### config.mk
export PLATFORM = sky130hd
export DESIGN_NAME = rr_arbiter16_flat
export DESIGN_NICKNAME = d
export VERILOG_FILES = /design/src/rtl/rr_arbiter16_if.sv /design/src/rtl/rr_arbiter16.sv /design/src/flat_wrapper.sv
export SDC_FILE = /design/constraint.sdc
export NUM_CORES = 1
export LEC_CHECK = 0
export ABC_CLOCK_PERIOD_IN_PS = 4800
export BUFFER_PORTS_ARGS = -buffer_cell sky130_fd_sc_hd__buf_4
export CAP_MARGIN = 0
export CORE_UTILIZATION = 50
export CTS_BUF_LIST = sky130_fd_sc_hd__clkbuf_8
export CTS_CLUSTER_SIZE = 14
export DETAILED_ROUTE_END_ITERATION = 10
export GPL_TIMING_DRIVEN = 0
export HOLD_SLACK_MARGIN = 0.06
export PLACE_DENSITY_LB_ADDON = 0.3
export SLEW_MARGIN = 20
export SYNTH_ARGS = -nofsm -noshare
export SYNTH_HDL_FRONTEND = slang
export SYNTH_SLANG_ARGS = --single-unit
export TNS_END_PERCENT = 100
### constraint.sdc
create_clock -name clk -period 4.8 [get_ports clk]
set_input_delay 0.96 -clock clk [delete_from_list [all_inputs] [get_ports clk]]
set_output_delay 0.96 -clock clk [all_outputs]
set_load 0.02 [all_outputs]
### src/rtl/rr_arbiter16_if.sv
// rr_arbiter16_if: request/grant bundle between the requester bank and the
// round-robin arbiter.
//   req       : 16-bit request vector, bit i = requester i wants the resource
//   done      : current owner releases the resource
//   grant_en  : a grant is active (decoder enable)
//   grant_idx : 4-bit owner index (decoder select), qualify with grant_en
//   grant     : one-hot grant vector
//   busy      : mirrors grant_en
//   timeout   : one-cycle pulse when a grant is revoked by the hold limit
// Modports: master = requester side, slave = arbiter side.
interface rr_arbiter16_if;
  logic [15:0] req;
  logic        done;
  logic        grant_en;
  logic [3:0]  grant_idx;
  logic [15:0] grant;
  logic        busy;
  logic        timeout;

  modport master (
    output req,
    output done,
    input  grant_en,
    input  grant_idx,
    input  grant,
    input  busy,
    input  timeout
  );

  modport slave (
    input  req,
    input  done,
    output grant_en,
    output grant_idx,
    output grant,
    output busy,
    output timeout
  );
endinterface

### src/rtl/rr_arbiter16.sv
// rr_arbiter16: round-robin arbiter sharing one resource among 16 requesters.
// Issues one grant at a time (index + enable for a 4:16 decoder, plus a
// one-hot vector), holds it until done, the owner's request drops, or
// (optionally) a hold limit expires, then spends one IDLE cycle before
// re-arbitrating so decoder outputs are guaranteed to go low between owners.
// Ports:
//   clk   : rising-edge clock
//   rst_n : asynchronous active-low reset
//   bus   : rr_arbiter16_if.slave (req/done in, grant_en/grant_idx/grant/busy/timeout out)
// Parameters:
//   MAX_HOLD : grant hold limit in cycles (1..255), only used with ARB_TIMEOUT_EN.
// Optional feature macro: ARB_TIMEOUT_EN enables the hold limit and timeout pulse;
// when undefined, grants are unbounded and timeout is tied to 0.
// All outputs come straight from flops; no combinational path from req/done.
module rr_arbiter16 #(
  parameter int unsigned MAX_HOLD = 8
) (
  input logic           clk,
  input logic           rst_n,
  rr_arbiter16_if.slave bus
);

  if (MAX_HOLD < 1 || MAX_HOLD > 255) begin : g_max_hold_check
    $error("rr_arbiter16: MAX_HOLD must be in 1..255");
  end

  typedef enum logic [0:0] {
    StIdle,
    StGrant
  } state_e;

  state_e      r_state;
  logic [3:0]  r_ptr;
  logic [3:0]  r_idx;
  logic [15:0] r_grant;
  logic        r_grant_en;

  logic        w_any;
  logic [3:0]  w_sel;
  logic [3:0]  w_cand;
  logic        w_hold_hit;
  logic        w_release;

`ifdef ARB_TIMEOUT_EN
  localparam logic [7:0] HoldLast = 8'(MAX_HOLD - 1);

  logic [7:0]  r_hcnt;
  logic        r_timeout;

  assign w_hold_hit = (r_hcnt == HoldLast);
`else
  assign w_hold_hit = 1'b0;
`endif

  // Search upward from r_ptr with wrap. Scanning offsets high-to-low lets the
  // smallest offset (closest to the pointer) win by being assigned last.
  always_comb begin
    w_any  = 1'b0;
    w_sel  = r_ptr;
    w_cand = r_ptr;
    for (int i = 15; i >= 0; i--) begin
      w_cand = r_ptr + 4'(i);
      if (bus.req[w_cand]) begin
        w_any = 1'b1;
        w_sel = w_cand;
      end
    end
  end

  assign w_release = bus.done | ~bus.req[r_idx] | w_hold_hit;

  always_ff @(posedge clk or negedge rst_n) begin
    if (!rst_n) begin
      r_state    <= StIdle;
      r_ptr      <= 4'd0;
      r_idx      <= 4'd0;
      r_grant    <= 16'h0000;
      r_grant_en <= 1'b0;
`ifdef ARB_TIMEOUT_EN
      r_hcnt     <= 8'd0;
      r_timeout  <= 1'b0;
`endif
    end else begin
`ifdef ARB_TIMEOUT_EN
      r_timeout <= 1'b0;
`endif
      unique case (r_state)
        StIdle: begin
          if (w_any) begin
            r_state    <= StGrant;
            r_idx      <= w_sel;
            r_ptr      <= w_sel + 4'd1;
            r_grant    <= 16'h0001 << w_sel;
            r_grant_en <= 1'b1;
`ifdef ARB_TIMEOUT_EN
            r_hcnt     <= 8'd0;
`endif
          end
        end
        StGrant: begin
          if (w_release) begin
            // grant_idx keeps its value; consumers qualify it with grant_en.
            r_state    <= StIdle;
            r_grant    <= 16'h0000;
            r_grant_en <= 1'b0;
`ifdef ARB_TIMEOUT_EN
            // A done coinciding with the limit is an ordinary release.
            r_timeout  <= w_hold_hit & ~bus.done;
`endif
          end
`ifdef ARB_TIMEOUT_EN
          else if (r_hcnt != 8'hff) begin
            r_hcnt <= r_hcnt + 8'd1;
          end
`endif
        end
        default: begin
          r_state    <= StIdle;
          r_grant    <= 16'h0000;
          r_grant_en <= 1'b0;
        end
      endcase
    end
  end

  assign bus.grant_en  = r_grant_en;
  assign bus.busy      = r_grant_en;
  assign bus.grant_idx = r_idx;
  assign bus.grant     = r_grant;
`ifdef ARB_TIMEOUT_EN
  assign bus.timeout   = r_timeout;
`else
  assign bus.timeout   = 1'b0;
`endif

endmodule

### src/flat_wrapper.sv
// flat-port wrapper written by rule: the top's interface ports become plain ports
module rr_arbiter16_flat 
#(
  parameter int unsigned MAX_HOLD = 8
)
  (clk, rst_n, bus_req, bus_done, bus_grant_en, bus_grant_idx, bus_grant, bus_busy, bus_timeout);
  rr_arbiter16_if bus_i ();
  input logic clk;
  input logic rst_n;
  input wire logic [$bits(bus_i.req)-1:0] bus_req;
  input wire logic [$bits(bus_i.done)-1:0] bus_done;
  output wire logic [$bits(bus_i.grant_en)-1:0] bus_grant_en;
  output wire logic [$bits(bus_i.grant_idx)-1:0] bus_grant_idx;
  output wire logic [$bits(bus_i.grant)-1:0] bus_grant;
  output wire logic [$bits(bus_i.busy)-1:0] bus_busy;
  output wire logic [$bits(bus_i.timeout)-1:0] bus_timeout;
  assign bus_i.req = bus_req;
  assign bus_i.done = bus_done;
  assign bus_grant_en = bus_i.grant_en;
  assign bus_grant_idx = bus_i.grant_idx;
  assign bus_grant = bus_i.grant;
  assign bus_busy = bus_i.busy;
  assign bus_timeout = bus_i.timeout;
  rr_arbiter16 #(.MAX_HOLD(MAX_HOLD)) u_core (.clk(clk), .rst_n(rst_n), .bus(bus_i));
endmodule
==> results.yml, run 1 <==
outcome:
  status: "finished clean"
yosys:
  synth-xor-area-share_pct: 4.189
  netlist.area_leader.share_pct: 17.64
  synthArstFlopShare_pct: 100.0
  synth_simple_gate_area_share_pct: 17.09
  ys_warn_count: 0
  netlist_instances: 397
  synth_fp_nets: 424
  netlist_top_cells_area: "mux4_2, dfrtp_1, mux2i_1, nand2_1, nor2_1"
  synth_cell_types: 76
  synth_top_family_by_area: "multiplexers"
  synth_adder_area_share_pct: 2.703
  synth_seq_cells: 26
  muxShareOfSynthArea_pct: 31.35
  netlist_area_um2: 3704
  avgSynthCellArea_um2: 9.329
  synth_top_area_cell: "mux4_2"
  synth-edff-count: 0
  synth_most_common_cell: "nand2_1"
  ys_top_cells_by_count: "nand2_1, nor2_1, mux2i_1, mux4_2, dfrtp_1"
  synth_compound_area_share_pct: 21.86
  seq_area_frac_synth_pct: 17.57
  ys.flop_type: "dfrtp_1"
worst_setup_path:
  crit_required_ns: 4.95
  crit_top_cell: "buf_6"
  critPathMaxStageDelay_ns: 0.39
  worstPathMaxFanout: 10
  critical_path_arrival_ns: 4.80
  critical-path-slowest-cell: "dfrtp_1"
  worst-path-stages: 18
  end_kind: "flip-flop"
  path_delay_family: "simple AND/OR/NAND/NOR gates"
  reg2reg_depth: 18
  start_kind: "flip-flop"
  crit_buf_inv: 7
  worstSetupPathType: "reg2reg"
  crit_chain: "buf_6 > buf_6 > buf_6 > inv_1 > buf_2 > ha_1 > buf_4 > buf_2 > mux4_1 > mux2i_1 > mux2i_1 > nor4_1 > nand3_1 > nor4b_4 > nor2_2 > and3_1 > nand2_1 > o21ai_0"
timing:
  drv_slew: 0
  worst_pin_slew_ns: 0.7708
  finalWorstSetupSlack_ns: 0.1468
  hold_viol: 0
  fin_crit_ns: 4.653
  rsz0062_at_grt: "yes"
  skew_ns: 0.002184
  fin_crit_sh_pct: 96.94
  setup_violations: 0
  slew-limit-headroom_pct: 47.15
  max_freq_mhz: 214.9
final_layout:
  diodes: 0
  fill_cells: 672
  syn_to_final_growth_pct: 15.34
  nets: 473
  drive_gt1_share_pct: 28.99
floorplanning:
  fp.dieW_um: 88.07
  ioPinCount: 42
  design.core.area_um2: 7214
  dieHeight_um: 88.07
  start_util_pct: 51.34
  num_rows: 31
  die_area_um2: 7755
global_routing:
  antenna_found_initial: 0
  overflow: 0
  grt_pass1_wl_um: 17630
  grt_max_degree: 27
  grt.total_usage_pct: 29.94
  grt_pass1_vias: 3232
job:
  cap_violations: 0
clock_tree:
  cts_tree: "done"
  clk_path_buf_depth: 2
  clockRootBuffer: "clkbuf_8"
  numCtsBuffers: 3
  insertion_delay_ns: 0.27
  htreeDepth: 1
  clkSinkCount: 26
  path_clk_slew_ns: 0.09
routing:
  drc_errors: 0
  vias_per_cell: 6.546
  vias: 3561
  routedWlPerCell_um: 20.42
  dr.pass1.iters: 5
  detail-route-antenna-nets: 0
  drt_iter0_drc: 417
  finalWirelength_um: 11110
placement:
  port_buffers: 40
  place_ws_ns: -0.4847
  dp_hpwl_um: 8818
  gp_congestion: 0.9877
min_path:
  hold_path_depth: 2
  hold_path_class: "reg2reg"
[sequential cells by signal, indices dropped and copies added, names as in the netlist]
register              count
u_core.bus.grant_idx      4
u_core.bus.grant         16
u_core.bus.busy           1
u_core.r_ptr              4
u_core.r_state            1
[cells in the final DEF, fill, tap and decap left out, types with 7 or more instances in the layout]
| master | n |
|---|---|
| a21boi_0 | 7 |
| a21oi_1 | 14 |
| buf_2 | 8 |
| buf_4 | 50 |
| dfrtp_1 | 26 |
| ha_1 | 8 |
| inv_1 | 10 |
| mux2i_1 | 31 |
| mux4_2 | 29 |
| nand2_1 | 48 |
| nor2_1 | 36 |
| nor3_1 | 7 |
| o21ai_0 | 19 |
| o21ai_1 | 12 |
| xnor2_1 | 12 |
[worst min-delay path: cells and delay by family (launching register included)]
family / cells / cell delay, ns
AOI/OAI and AO/OA: 1 / 0.06
and+or+nand+nor: 1 / 0.05
DFF: 1 / 0.36
[per-layer routing]
layer | wire length, um | share of wire (%) | GRT usage [%]
met1 | 4894 | 44 | 45.50
met4 | 231 | 2.1 | 6.598
met2 | 4975 | 45 | 44.54
met3 | 1008 | 9.1 | 5.184
met5 | 0 | 0 | 0
[cells by family after synthesis]
| group | Yosys count |
|---|---|
| simple gates | 127 |
| compound gates | 113 |
| mux | 71 |
| xor+xnor | 16 |
| other cells | 1 |
| buf+inv | 35 |
| flops | 26 |
| fa+ha+maj | 8 |
[area by class of cell]
| type | count | area (um2) | area share (%) |
|---|---|---|---|
| clock buffers | 3 | 41.29 | 0.9666 |
| clock inverters | 1 | 30.03 | 0.7030 |
| inverters | 14 | 56.30 | 1.318 |
| repair buffers | 45 | 337.8 | 7.909 |
| multi-input cells | 336 | 2894 | 67.75 |
| flip-flops and latches | 26 | 650.6 | 15.23 |
| plain buffers | 20 | 137.6 | 3.222 |
| well taps | 99 | 123.9 | 2.900 |
[path summary, 6_finish.rpt]
path	startpoint	to	slack [ns]
setup / recovery	u_core.r_ptr[0]$_DFFE_PN0P_	u_core.bus.grant[0]$_DFFE_PN0P_	0.15
hold / removal	u_core.bus.grant[0]$_DFFE_PN0P_	u_core.bus.grant[0]$_DFFE_PN0P_	0.49
setup reg to reg	u_core.r_ptr[0]$_DFFE_PN0P_	u_core.bus.grant[0]$_DFFE_PN0P_	0.15
hold reg to reg	u_core.bus.grant[0]$_DFFE_PN0P_	u_core.bus.grant[0]$_DFFE_PN0P_	0.49
max in group asynchronous	rst_n	u_core.r_state$_DFF_PN0_	3.96
min in group asynchronous	rst_n	u_core.bus.grant[2]$_DFFE_PN0P_	0.58
[stage by stage]
step | TNS [ns] | hold slack [ns] | std cells | utilization [%] | instance area, um2
floorplan | 0 | 0.5366 | 397 | - | 3704
global placement | -7.449 | 0.4702 | 536 | 57.21 | 4128
detailed placement | -7.573 | 0.4769 | 536 | 57.21 | 4128
CTS | 0 | 0.4981 | 539 | 58.15 | 4195
global route | -1.139 | 0.5198 | 544 | 59.21 | 4272
finish | 0 | 0.4932 | 544 | 59.21 | 4272
[repair_timing]
action | CTS | global route
setup endpoints to repair | 25 | 20
hold buffers | 0 | 0
resized for setup | 0 | 11
setup buffers | 0 | 5
Power of run 1 is not shown: default switching activity piles up to over one toggle a cycle in this logic, so the estimate is an artifact.
==> run 2, diff against run 1 <==
Settings changed: SETUP_SLACK_MARGIN set to 0.3.
==> run 2 against run 1 <==
Net effect:
- cell count rose by 2.8%
- cell area rose by 7.2%
- wire length rose by 3.6%
- global-route usage rose by 0.33 points
- register-to-register slack improved by 0.25 ns
- fmax rose by 5.7%
- flip-flop and latch count did not move
- worst hold slack barely moved
- critical endpoint is now u_core.r_ptr[3]$_DFFE_PN0P_
==> results.yml, run 2 (synthesis results as in run 1) <==
outcome:
  status: "finished clean"
floorplanning:
  ioPinCount: 42
  start_util_pct: 51.34
  fp.dieW_um: 88.07
  design.core.area_um2: 7214
  die_area_um2: 7755
  dieHeight_um: 88.07
  num_rows: 31
worst_setup_path:
  worstSetupPathType: "reg2reg"
  crit_chain: "buf_6 > buf_8 > buf_6 > inv_1 > buf_4 > ha_4 > buf_6 > mux4_2 > mux4_2 > buf_4 > nor4_2 > a2111oi_2 > a311o_2 > buf_4 > o41ai_2 > o221ai_1"
  worstPathMaxFanout: 10
  crit_buf_inv: 8
  crit_required_ns: 4.94
  path_delay_family: "buffers and inverters"
  critical-path-slowest-cell: "mux4_2"
  ff2ff_setup_slack_ns: 0.40
  start_kind: "flip-flop"
  end_kind: "flip-flop"
  critical_path_arrival_ns: 4.54
  critPathMaxStageDelay_ns: 0.60
timing:
  tns_ns: 0
  drv_slew: 0
  skew_ns: 0.002746
  hold_viol: 0
  fin_hold_ws_ns: 0.4928
  worst_pin_slew_ns: 0.7474
  fin_crit_sh_pct: 91.70
  setup_violations: 0
  fin_crit_ns: 4.402
  rsz0062_at_grt: "no"
  slew-limit-headroom_pct: 49.82
  max_freq_mhz: 227.2
placement:
  port_buffers: 40
  place_area_um2: 4128
  dp_hpwl_um: 8818
  dp_cells: 536
  gp_congestion: 0.9877
final_layout:
  final_common_cell: "buf_4"
  seqCellArea_um2: 650.6
  diodes: 0
  fin_cells: 559
  stdcell_area_um2: 4579
  nets: 488
  layout_common_cells: "buf_4, nand2_1, nor2_1, mux4_2"
  drive_gt1_share_pct: 35.65
  syn_to_final_growth_pct: 23.65
  fill_cells: 618
  multi_input_area_um2: 3060
  largest_reg_flops: 16
routing:
  routedWlPerCell_um: 20.58
  finalWirelength_um: 11510
  vias_per_cell: 6.569
  detail-route-antenna-nets: 0
  dr.pass1.iters: 5
  drt_iter0_drc: 324
  drc_errors: 0
  vias: 3672
clock_tree:
  clk_path_buf_depth: 2
  htreeDepth: 1
  cts_tree: "done"
  clockRootBuffer: "clkbuf_8"
  numCtsBuffers: 3
  path_clk_slew_ns: 0.09
  postCtsHoldBufs: 0
  insertion_delay_ns: 0.27
  clkSinkCount: 26
global_routing:
  grt.total_usage_pct: 30.27
  met1_usage_pct: 46.36
  grt_pass1_wl_um: 17790
  grt_pass1_vias: 3256
  antenna_found_initial: 0
  use_met2_pct: 45.03
  met3_usage_pct: 4.336
  overflow: 0
  top_usage_layer: "met1"
  grt_max_degree: 27
min_path:
  hold_path_class: "reg2reg"
job:
  cap_violations: 0
## run 2: per-stage QoR
stage | utilization, % | worst slack [ns]
after floorplan | - | 0.4783
after global placement | 57.21 | -0.4219
after detailed placement | 57.21 | -0.4847
after CTS | 58.98 | 0.3006
after global routing | 63.48 | 0.2657
final | 63.48 | 0.3983
## run 2: area by class of cell
cell class	count	area share [%]
Multi-Input combinational cell	336	66.83
Sequential cell	26	14.21
Clock inverter	1	0.6557
Tap cell	99	2.705
Inverter	14	1.393
Timing Repair Buffer	60	9.781
Buffer	20	3.525
Clock buffer	3	0.9016
## run 2: per-layer routing
layer / wire length [um] / share of wire (%)
met5: 0 / 0
met4: 231 / 2.0
met3: 1152 / 10
met2: 5216 / 45
met1: 4905 / 43
## run 2: final timing paths
path,startpoint,endpoint,cells past startpoint
max,u_core.r_ptr[0]$_DFFE_PN0P_,u_core.r_ptr[3]$_DFFE_PN0P_,16
min in group asynchronous,rst_n,u_core.bus.grant[2]$_DFFE_PN0P_,1
min,u_core.bus.grant[0]$_DFFE_PN0P_,u_core.bus.grant[0]$_DFFE_PN0P_,2
max in group asynchronous,rst_n,u_core.bus.grant[7]$_DFFE_PN0P_,1
min reg2reg,u_core.bus.grant[0]$_DFFE_PN0P_,u_core.bus.grant[0]$_DFFE_PN0P_,2
max reg2reg,u_core.r_ptr[0]$_DFFE_PN0P_,u_core.r_ptr[3]$_DFFE_PN0P_,16
## run 2: worst min-delay path, delay by kind of cell, from the launching register on
family / cells / cell delay (ns)
DFF: 1 / 0.35
and+or+nand+nor: 1 / 0.05
AOI/OAI and AO/OA: 1 / 0.06
## run 2: what timing repair did
| action | CTS | global route |
|---|---|---|
| endpoints found under the hold margin | 0 | 0 |
| setup endpoints to repair | 26 | 21 |
| gates cloned | 0 | 1 |
| resized for setup | 13 | 37 |
| setup buffers | 1 | 18 |
| pin swaps | 0 | 4 |
Power of run 2 is left out for the same reason.
